[src/rtl/user_reg_responder.sv]
// Register-bus responder and interrupt handshake for user_logic_top.
// Optional event counter at 0x18 is built only when USER_REG_EVT_CNT_EN is defined.
module user_reg_responder #(
  parameter logic [31:0] ID_VALUE = 32'h5543_0001,
  parameter int          CNT_W    = 16
) (
  input  logic        i_user_clk,
  input  logic        i_rst,
  input  logic [19:0] i_user_addr,
  input  logic [31:0] i_user_data,
  input  logic        i_user_wr_req,
  input  logic        i_user_rd_req,
  output logic [31:0] o_user_data,
  output logic        o_user_rd_ack,
  output logic        o_intr_req,
  input  logic        i_intr_ack,
  output logic [31:0] o_ctrl,
  input  logic [31:0] i_status,
  input  logic        i_event
);

  localparam logic [2:0] REG_ID        = 3'd0;
  localparam logic [2:0] REG_CTRL      = 3'd1;
  localparam logic [2:0] REG_STATUS    = 3'd2;
  localparam logic [2:0] REG_INTR_EN   = 3'd3;
  localparam logic [2:0] REG_INTR_STAT = 3'd4;
  localparam logic [2:0] REG_SCRATCH   = 3'd5;
  localparam logic [2:0] REG_EVT_CNT   = 3'd6;

  typedef enum logic [1:0] {
    ST_IDLE     = 2'd0,
    ST_REQ      = 2'd1,
    ST_WAIT_CLR = 2'd2
  } intr_state_t;

  intr_state_t state_r, state_nxt_s;
  logic [31:0] ctrl_r, scratch_r, rd_data_r, rd_data_s;
  logic        intr_en_r, pending_r, rd_ack_r, intr_req_r;
  logic        hit_s, wr_ctrl_s, wr_en_s, wr_stat_s, wr_scratch_s;
  logic [2:0]  sel_s;
  logic        unused_s;

  assign hit_s        = (i_user_addr[19:5] == 15'd0);
  assign sel_s        = i_user_addr[4:2];
  assign wr_ctrl_s    = i_user_wr_req && hit_s && (sel_s == REG_CTRL);
  assign wr_en_s      = i_user_wr_req && hit_s && (sel_s == REG_INTR_EN);
  assign wr_stat_s    = i_user_wr_req && hit_s && (sel_s == REG_INTR_STAT);
  assign wr_scratch_s = i_user_wr_req && hit_s && (sel_s == REG_SCRATCH);

`ifdef USER_REG_EVT_CNT_EN
  logic [CNT_W-1:0] evt_cnt_r;
  logic             wr_cnt_s;
  assign wr_cnt_s = i_user_wr_req && hit_s && (sel_s == REG_EVT_CNT);
  assign unused_s = ^i_user_addr[1:0];

  // Event counter: a write clears it, a coincident event makes it 1
  always_ff @(posedge i_user_clk) begin
    if (i_rst) begin
      evt_cnt_r <= {CNT_W{1'b0}};
    end else if (wr_cnt_s) begin
      evt_cnt_r <= i_event ? CNT_W'(1) : {CNT_W{1'b0}};
    end else if (i_event) begin
      evt_cnt_r <= evt_cnt_r + CNT_W'(1);
    end
  end
`else
  assign unused_s = ^{i_user_addr[1:0], 1'(CNT_W)};
`endif

  // Writable registers; event set dominates a same-cycle W1C of pending
  always_ff @(posedge i_user_clk) begin
    if (i_rst) begin
      ctrl_r    <= 32'd0;
      scratch_r <= 32'd0;
      intr_en_r <= 1'b0;
      pending_r <= 1'b0;
    end else begin
      if (wr_ctrl_s)    ctrl_r    <= i_user_data;
      if (wr_scratch_s) scratch_r <= i_user_data;
      if (wr_en_s)      intr_en_r <= i_user_data[0];
      if (i_event)                         pending_r <= 1'b1;
      else if (wr_stat_s && i_user_data[0]) pending_r <= 1'b0;
    end
  end

  // Read mux sees pre-write register values
  always_comb begin
    rd_data_s = 32'd0;
    if (hit_s) begin
      case (sel_s)
        REG_ID:        rd_data_s = ID_VALUE;
        REG_CTRL:      rd_data_s = ctrl_r;
        REG_STATUS:    rd_data_s = i_status;
        REG_INTR_EN:   rd_data_s = {31'd0, intr_en_r};
        REG_INTR_STAT: rd_data_s = {31'd0, pending_r};
        REG_SCRATCH:   rd_data_s = scratch_r;
`ifdef USER_REG_EVT_CNT_EN
        REG_EVT_CNT:   rd_data_s = 32'(evt_cnt_r);
`endif
        default:       rd_data_s = 32'd0;
      endcase
    end else begin
      rd_data_s = 32'd0;
    end
  end

  // Read response pipeline, one cycle latency
  always_ff @(posedge i_user_clk) begin
    if (i_rst) begin
      rd_ack_r  <= 1'b0;
      rd_data_r <= 32'd0;
    end else begin
      rd_ack_r  <= i_user_rd_req;
      rd_data_r <= i_user_rd_req ? rd_data_s : 32'd0;
    end
  end

  // A reset arriving while an ack is in flight squashes it in that same cycle
  assign o_user_rd_ack = rd_ack_r & ~i_rst;
  assign o_user_data   = rd_data_r & {32{~i_rst}};
  assign o_ctrl        = ctrl_r;
  assign o_intr_req    = intr_req_r;

  // Interrupt FSM state and registered request
  always_ff @(posedge i_user_clk) begin
    if (i_rst) begin
      state_r    <= ST_IDLE;
      intr_req_r <= 1'b0;
    end else begin
      state_r    <= state_nxt_s;
      intr_req_r <= (state_nxt_s == ST_REQ);
    end
  end

  // Interrupt FSM next state
  always_comb begin
    state_nxt_s = state_r;
    case (state_r)
      ST_IDLE: begin
        if (pending_r && intr_en_r) state_nxt_s = ST_REQ;
        else                        state_nxt_s = ST_IDLE;
      end
      ST_REQ: begin
        if (i_intr_ack)                   state_nxt_s = ST_WAIT_CLR;
        else if (!intr_en_r || !pending_r) state_nxt_s = ST_IDLE;
        else                              state_nxt_s = ST_REQ;
      end
      ST_WAIT_CLR: begin
        if (!pending_r) state_nxt_s = ST_IDLE;
        else            state_nxt_s = ST_WAIT_CLR;
      end
      default: state_nxt_s = ST_IDLE;
    endcase
  end

endmodule

[config.mk]
export PLATFORM = sky130hd
export DESIGN_NAME = user_reg_responder
export DESIGN_NICKNAME = d
export VERILOG_FILES = /design/src/rtl/user_reg_responder.sv
export SDC_FILE = /design/constraint.sdc
export NUM_CORES = 1
export LEC_CHECK = 0
export CAP_MARGIN = 20
export CORE_MARGIN = 5
export CORE_UTILIZATION = 50
export CTS_BUF_LIST = sky130_fd_sc_hd__clkbuf_4
export DETAILED_ROUTE_END_ITERATION = 10
export GPL_ROUTABILITY_DRIVEN = 0
export GPL_TIMING_DRIVEN = 0
export PLACE_DENSITY = 0.88
export SLEW_MARGIN = 0
export SYNTH_ARGS = -nofsm -noshare
export SYNTH_HDL_FRONTEND = slang
export SYNTH_SLANG_ARGS = --single-unit
[constraint.sdc]
create_clock -name i_user_clk -period 4.3 [get_ports i_user_clk]
set_input_delay 0.86 -clock i_user_clk [delete_from_list [all_inputs] [get_ports i_user_clk]]
set_output_delay 0.86 -clock i_user_clk [all_outputs]
set_load 0.05 [all_outputs]
After elaboration in Yosys (flattened, before gate mapping)
Index checks and enable logic that the tools add are counted.

Equality and inequality tests: 8. Muxes and demuxes: 8. Bitwise operators: 5. Reductions and logical operators: 15.

Operator list (count): 32-bit case mux with 6 select lines (1); 32-bit AND (1); 15-bit zero test (1); 1-bit logical AND (7); 3-bit by 2-bit equality test with 1-bit output, second input constant (2); 3-bit equality test, second input constant (2); 2-bit case mux with 3 select lines (1); 2-bit by 1-bit equality test with 1-bit output, second input constant (2); 1-bit 2-to-1 mux (4); 2-bit 2-to-1 mux (2); 3-bit by 1-bit equality test with 1-bit output, second input constant (1); 3-bit zero test (1); 1-bit inverter (3); 3-bit OR reduction (1); 2-bit equality test, second input constant (1); 1-bit zero test (2); 2-bit zero test (1); 2-bit nonzero test (1); 1-bit AND (1); 1-bit logical OR (1).

Register bits: 102. Input bits: 90. Output and inout port bits: 66. Word-level logic and storage cells: 44.

Longest topological paths before layout
Gate-level depths: netlist of the first run.

Depth after elaboration: 6. Mapped depth: 7. Gate-level depth less buffers: 4.

Least setup slack after synthesis of the first run
No wires, ideal clock.

Path type: input port to output port. Start: input i_rst. End: output o_user_data[10]. Arrival: 1.955 ns. Required time: 3.440 ns. Setup slack: 1.485 ns. Cell stages on the path: 3. Path buffers: 2. Path through: clkbuf_1 -> clkbuf_1 -> nor2b_1.

Word-level cells in the longest chain between the ends: 2.

RTL lines: start: declaration (RTL line 8) `input logic i_rst,`; 1-bit inverter (RTL line 120) `assign o_user_data = rd_data_r & {32{~i_rst}};`; 32-bit AND (RTL line 120); end: declaration (RTL line 13) `output logic [31:0] o_user_data,`.

Every way passes these cells.

Worst setup path after layout of the first run
Start: input i_rst. End: output o_user_data[28].

Same word-level chain as after synthesis.

==> results of run 1 <==
power breakdown:
part | switching, W | total [W] | internal [W]
registers | 0.000000820 | 0.000947 | 0.000946
logic | 0.0000919 | 0.000186 | 0.0000937
clock network | 0.000287 | 0.000419 | 0.000132
total | 0.000380 | 0.00155 | 0.00117
cells by family (layout without fill, tap and decap cells):
kind of cell           count (synthesis)  count (layout)  share of synthesized area
muxes                                  1               1                    0.00253
DFF                                  102             102                      0.459
and+or+nand+nor                      186             186                      0.216
buffers and inverters                 60             228                     0.0645
AOI/OAI and AO/OA                    198             198                      0.258
worst max-delay path, stage by stage:
cell,delay (ns)
clkdlybuf4s50_1,0.50
clkbuf_1,0.42
clkbuf_1,0.48
nor2b_1,0.14
clkdlybuf4s50_1,0.73
cells in the final DEF, fill, tap and decap left out, drive strengths merged, types with 11 or more instances in the layout:
cell type        n
a21oi           90
a22o            24
buf             11
clkbuf          58
clkdlybuf4s50  153
dfxtp          102
nand2           51
nand3           66
nor2            11
nor2b           45
o21ai           65
area by class of cell:
class,count,area [um2]
fillers,693,2460
multi-input cells,385,2120
flip-flops and latches,102,2040
repair buffers,153,1530
plain buffers,57,275
well taps,108,135
clock buffers,12,90.1
clock inverters,3,12.5
inverters,3,11.3
path summary, 6_finish.rpt:
kind | to | slack [ns] | cells past startpoint
min reg2reg | rd_data_r[20]$_SDFF_PP0_ | 0.47 | 2
max | o_user_data[28] | 0.31 | 5
max reg2reg | rd_data_r[0]$_SDFF_PP0_ | 3.17 | 3
min | rd_data_r[20]$_SDFF_PP0_ | 0.47 | 2
metrics by stage:
stage / cell area (um2) / util / hold WS (ns)
detailed placement: 6110 / 0.704 / 0.454
global placement: 6110 / 0.704 / 0.443
global route: 6210 / 0.716 / 0.491
floorplan: 4440 / - / 0.433
finish: 6210 / 0.716 / 0.473
CTS: 6210 / 0.716 / 0.472
synthesized netlist by cell type:
| master | count | area, um2 |
|---|---|---|
| a222oi_1 | 1 | 10.0 |
| nor4_1 | 1 | 6.26 |
| and3_1 | 2 | 12.5 |
| o2bb2ai_1 | 8 | 70.1 |
| clkinv_1 | 1 | 3.75 |
| buf_4 | 4 | 30.0 |
| nor2_1 | 11 | 41.3 |
| o21ai_0 | 15 | 75.1 |
| o22a_1 | 1 | 8.76 |
| or4_4 | 3 | 33.8 |
| buf_2 | 1 | 5.00 |
| o21ai_1 | 50 | 250 |
| a21bo_2 | 1 | 10.0 |
| inv_1 | 2 | 7.51 |
| nor4_2 | 1 | 12.5 |
| nand3_1 | 66 | 330 |
| buf_6 | 6 | 67.6 |
| dfxtp_1 | 102 | 2040 |
| nand2_1 | 51 | 191 |
| a22o_1 | 24 | 210 |
| nand3b_1 | 1 | 7.51 |
| clkbuf_1 | 46 | 173 |
| or4_1 | 1 | 7.51 |
| and4_1 | 2 | 17.5 |
| mux2_2 | 1 | 11.3 |
| o2111ai_1 | 1 | 8.76 |
| or4b_1 | 1 | 10.0 |
| a22oi_1 | 7 | 52.6 |
| a21oi_1 | 90 | 450 |
| nor2b_1 | 45 | 282 |
| and2_1 | 1 | 6.26 |
routing by layer:
metal,vias to the layer above,global-route usage
met5,-,0
met4,0,0.111
met3,47,0.0583
met2,325,0.427
met1,2202,0.332
li1,2262,-
state kept, by name, indices dropped and copies added (netlist names):
register,count
intr_en_r,1
o_ctrl,32
o_intr_req,1
pending_r,1
rd_ack_r,1
rd_data_r,32
scratch_r,32
state_r,2
==> results.txt, run 1 <==
Power Dens Cells: 250 nW/um2
Die extent in y: 104 um
Total GRT Usage: 0.262
Core area: 8680 um2
Critical path required time: 3.44 ns
Clock buffer count from CTS: 9
Die width: 104 um
Worst Setup SP: i_rst
Starting Density: 0.512
Synthesized area per cell: 8.12 um2
Die Area: 10,900 um2
Worst Hold Class: flop to flop
Slew margin rel.: 0.612
Avg WL per Cell: 17.8 um
CTS tree: yes
DR vias: 4,836
Status: finished, final reports clean
Deepest clock path buffer count: 2
Row count: 34
Final setup margin: 0.311 ns
Number of antenna violations at the first check in global routing: 0
Worst hold start: scratch_r[20]$_SDFFE_PP0P_
Clock latency on the worst-skew pair: 0.43 ns
Skew final: 0.0114 ns
Shortest period the worst path allows: 3.99 ns
Synth Instances: 547
Yosys warnings: 0
CP endpoint kind: primary output
RSZ-0062 raised after global routing: false
Post-DRT Antenna Nets: 0
Via density: 5.88
Placed Instances: 808
Reg2Reg Launch Point: pending_r$_SDFFE_PP0P_
Antenna cells: 0
Routed length on met3: 1.58 mm
Register area share after synthesis: 0.459
I/O pins: 156
CP arrival: 3.13 ns
Nets: 801
Post-synth cell types: 31
Number of port buffers: 153
Post-CTS setup repair buffer count: 0
Total of max-cap violations: 0
Syn Nets: 637
CTS clk-pin slew, worst paths: 0.14 ns
H-tree Lvls: 3
Metal2 WL: 6.92 mm
WS Path Type: input pin to primary output
Fmax: 0.251 GHz
Largest net degree at the start of global routing: 15
Final hold viol count: 0
Total power draw: 0.00155 W
Worst Path Max Fanout: 10
Worst setup SP type: input pin
First-pass GRT wire length: 23.6 mm
Slew @ Worst Pin: 0.582 ns
Dpl hpwl: 11.0 mm
Peak VDD IR: 168 uV
Fin. max-slew vios: 0
Final setup vio count: 0
Top Metal Used: met4
Post-cts resize count: 0
TritonRoute pass-1 iters: 5
Total Wirelength: 14.6 mm
DP Worst Slack: 0.337 ns
Share of post-route cells with drive strength above 1: 0.0420
Hold buffer count at cts: 0
Area growth, synth to finish: 39.8%
Drt drc: 0
WL met1: 5.78 mm
#FFs+latches synth: 102
Root buffer cell: clkbuf_4
Setup TNS: 0 ns
Vias in the first global route: 4,762
Clock sink count: 102
Final std cells w/o fill: 823
Iter 0 DRT Violations: 347
Global route overflow: 0
Period utilization: 0.928
LEAKAGE: 2.00 nW
Synth Cell Area: 4440 um2
Power figures use the tool's default switching activity.
==> run 2, diff against run 1 <==
--- a/config.mk
+++ b/config.mk
@@ -7,12 +7,12 @@
 export LEC_CHECK = 0
 export CAP_MARGIN = 20
 export CORE_MARGIN = 5
-export CORE_UTILIZATION = 50
+export CORE_UTILIZATION = 47
 export CTS_BUF_LIST = sky130_fd_sc_hd__clkbuf_4
 export DETAILED_ROUTE_END_ITERATION = 10
 export GPL_ROUTABILITY_DRIVEN = 0
 export GPL_TIMING_DRIVEN = 0
-export PLACE_DENSITY = 0.88
+export PLACE_DENSITY = 0.83
 export SLEW_MARGIN = 0
 export SYNTH_ARGS = -nofsm -noshare
 export SYNTH_HDL_FRONTEND = slang
==> constraint.sdc (replaced) <==
create_clock -name i_user_clk -period 3.9 [get_ports i_user_clk]
set_input_delay 0.78 -clock i_user_clk [delete_from_list [all_inputs] [get_ports i_user_clk]]
set_output_delay 0.78 -clock i_user_clk [all_outputs]
set_load 0.05 [all_outputs]
==> results.txt, run 2 (synthesized netlist as in run 1, its figures left out) <==
TritonRoute pass-1 iters: 6
Avg WL per Cell: 17.8 um
Post-DRT Antenna Nets: 0
Flop2flop setup slack: 2.80 ns
Root buffer cell: clkbuf_4
Fmax: 0.271 GHz
CP endpoint kind: primary output
Starting Density: 0.481
WS Path Type: input pin to primary output
Clock sink count: 102
Largest net degree at the start of global routing: 17
First-pass GRT wire length: 23.9 mm
Top Metal Used: met4
Commonest non-fill, non-tap cell in the layout: clkdlybuf4s50_1
Worst hold start: scratch_r[13]$_SDFFE_PP0P_
Number of antenna violations at the first check in global routing: 0
Worst Setup SP: i_rst
Metal2 WL: 7.17 mm
Row count: 35
Drt drc: 0
Worst setup SP type: input pin
Die width: 107 um
Die Area: 11,500 um2
Skew final: 0.0126 ns
Slew @ Worst Pin: 0.612 ns
Period utilization: 0.947
Share of post-route cells with drive strength above 1: 0.0503
Hold buffer count at cts: 0
Total GRT Usage: 0.260
Final Cell Area: 6280 um2
R2R depth: 3
Fin. max-slew vios: 0
CTS clk-pin slew, worst paths: 0.15 ns
Die extent in y: 107 um
Final hold viol count: 0
Area growth, synth to finish: 41.3%
Shortest period the worst path allows: 3.69 ns
Commonest cells after routing, fill and taps aside: 153 x clkdlybuf4s50_1, 102 x dfxtp_1, 90 x a21oi_1
Final setup vio count: 0
Via density: 5.68
Reg-to-Reg End: rd_data_r[0]$_SDFF_PP0_
I/O pins: 156
Clock buffer count from CTS: 9
Slew margin rel.: 0.592
Core area: 9240 um2
Hold-critical path depth: 2
Iter 0 DRT Violations: 374
Vias in the first global route: 4,842
H-tree Lvls: 3
Power Dens Cells: 287 nW/um2
Number of port buffers: 153
Setup TNS: 0 ns
Post-CTS setup repair buffer count: 0
Hold EP: rd_data_r[13]$_SDFF_PP0_
Antenna cells: 0
CP arrival: 2.91 ns
Deepest clock path buffer count: 2
Total Wirelength: 15.1 mm
CTS tree: yes
Global route overflow: 0
Dpl hpwl: 11.1 mm
Total of max-cap violations: 0
WL met1: 6.17 mm
DR vias: 4,797
Post-cts resize count: 0
Final std cells w/o fill: 845
Critical path required time: 3.12 ns
Placed inst area: 6140 um2
LEAKAGE: 2.02 nW
Routed length on met3: 1.38 mm
Worst Path Max Fanout: 10
Placed Instances: 829
RSZ-0062 raised after global routing: false
Clock latency on the worst-skew pair: 0.45 ns
Nets: 801
Reg2Reg Launch Point: pending_r$_SDFFE_PP0P_
Worst Hold Class: flop to flop
Status: finished, final reports clean
Peak VDD IR: 176 uV
run 2: where the power goes:
part / internal, W / total, W / leakage, nW / switching (W)
registers: 0.00104 / 0.00104 / 0.822 / 0.000000913
clock network: 0.000201 / 0.000551 / 0.0684 / 0.000350
logic: 0.000104 / 0.000205 / 1.13 / 0.000101
total: 0.00135 / 0.00180 / 2.02 / 0.000453
run 2: how the worst max path moves through the flow:
stage                                 end  cells after the start
after detailed placement  o_user_data[30]                      5
after CTS                 o_user_data[28]                      5
final                     o_user_data[28]                      5
after global routing      o_user_data[17]                      5
after global placement    o_user_data[30]                      5
after floorplan           o_user_data[10]                      3
run 2: area by class of cell:
class                           instances  area, um2
Inverter                                3       11.3
Buffer                                 57        279
Clock inverter                          6       62.6
Tap cell                              129        161
Clock buffer                           10       75.1
Multi-Input combinational cell        385       2120
Sequential cell                       102       2040
Timing Repair Buffer                  153       1530
Fill cell                             773       2960
run 2: worst max-delay path: stages:
cell and delay (ns):
clkdlybuf4s50_1 0.51, clkbuf_1 0.44, clkbuf_2 0.36, nor2b_1 0.11
clkdlybuf4s50_1 0.71
run 2: per-layer routing:
layer | vias up | global-route usage
met1 | 2260 | 0.322
met2 | 251 | 0.428
li1 | 2255 | -
met5 | - | 0
met4 | 0 | 0.114
met3 | 31 | 0.0626
run 2: through the flow:
| step | setup WS, ns | hold slack (ns) | utilization | power, W |
|---|---|---|---|---|
| 6_report | 0.209 | 0.469 | 0.679 | 0.00180 |
| 5_1_grt | 0.129 | 0.471 | 0.679 | 0.00186 |
| 4_1_cts | 0.0762 | 0.469 | 0.679 | 0.00180 |
| 3_5_place_dp | 0.0744 | 0.451 | 0.664 | 0.00127 |
| 3_3_place_gp | 0.0691 | 0.443 | 0.664 | 0.00126 |
| 2_1_floorplan | 1.25 | 0.433 | - | 0.00114 |
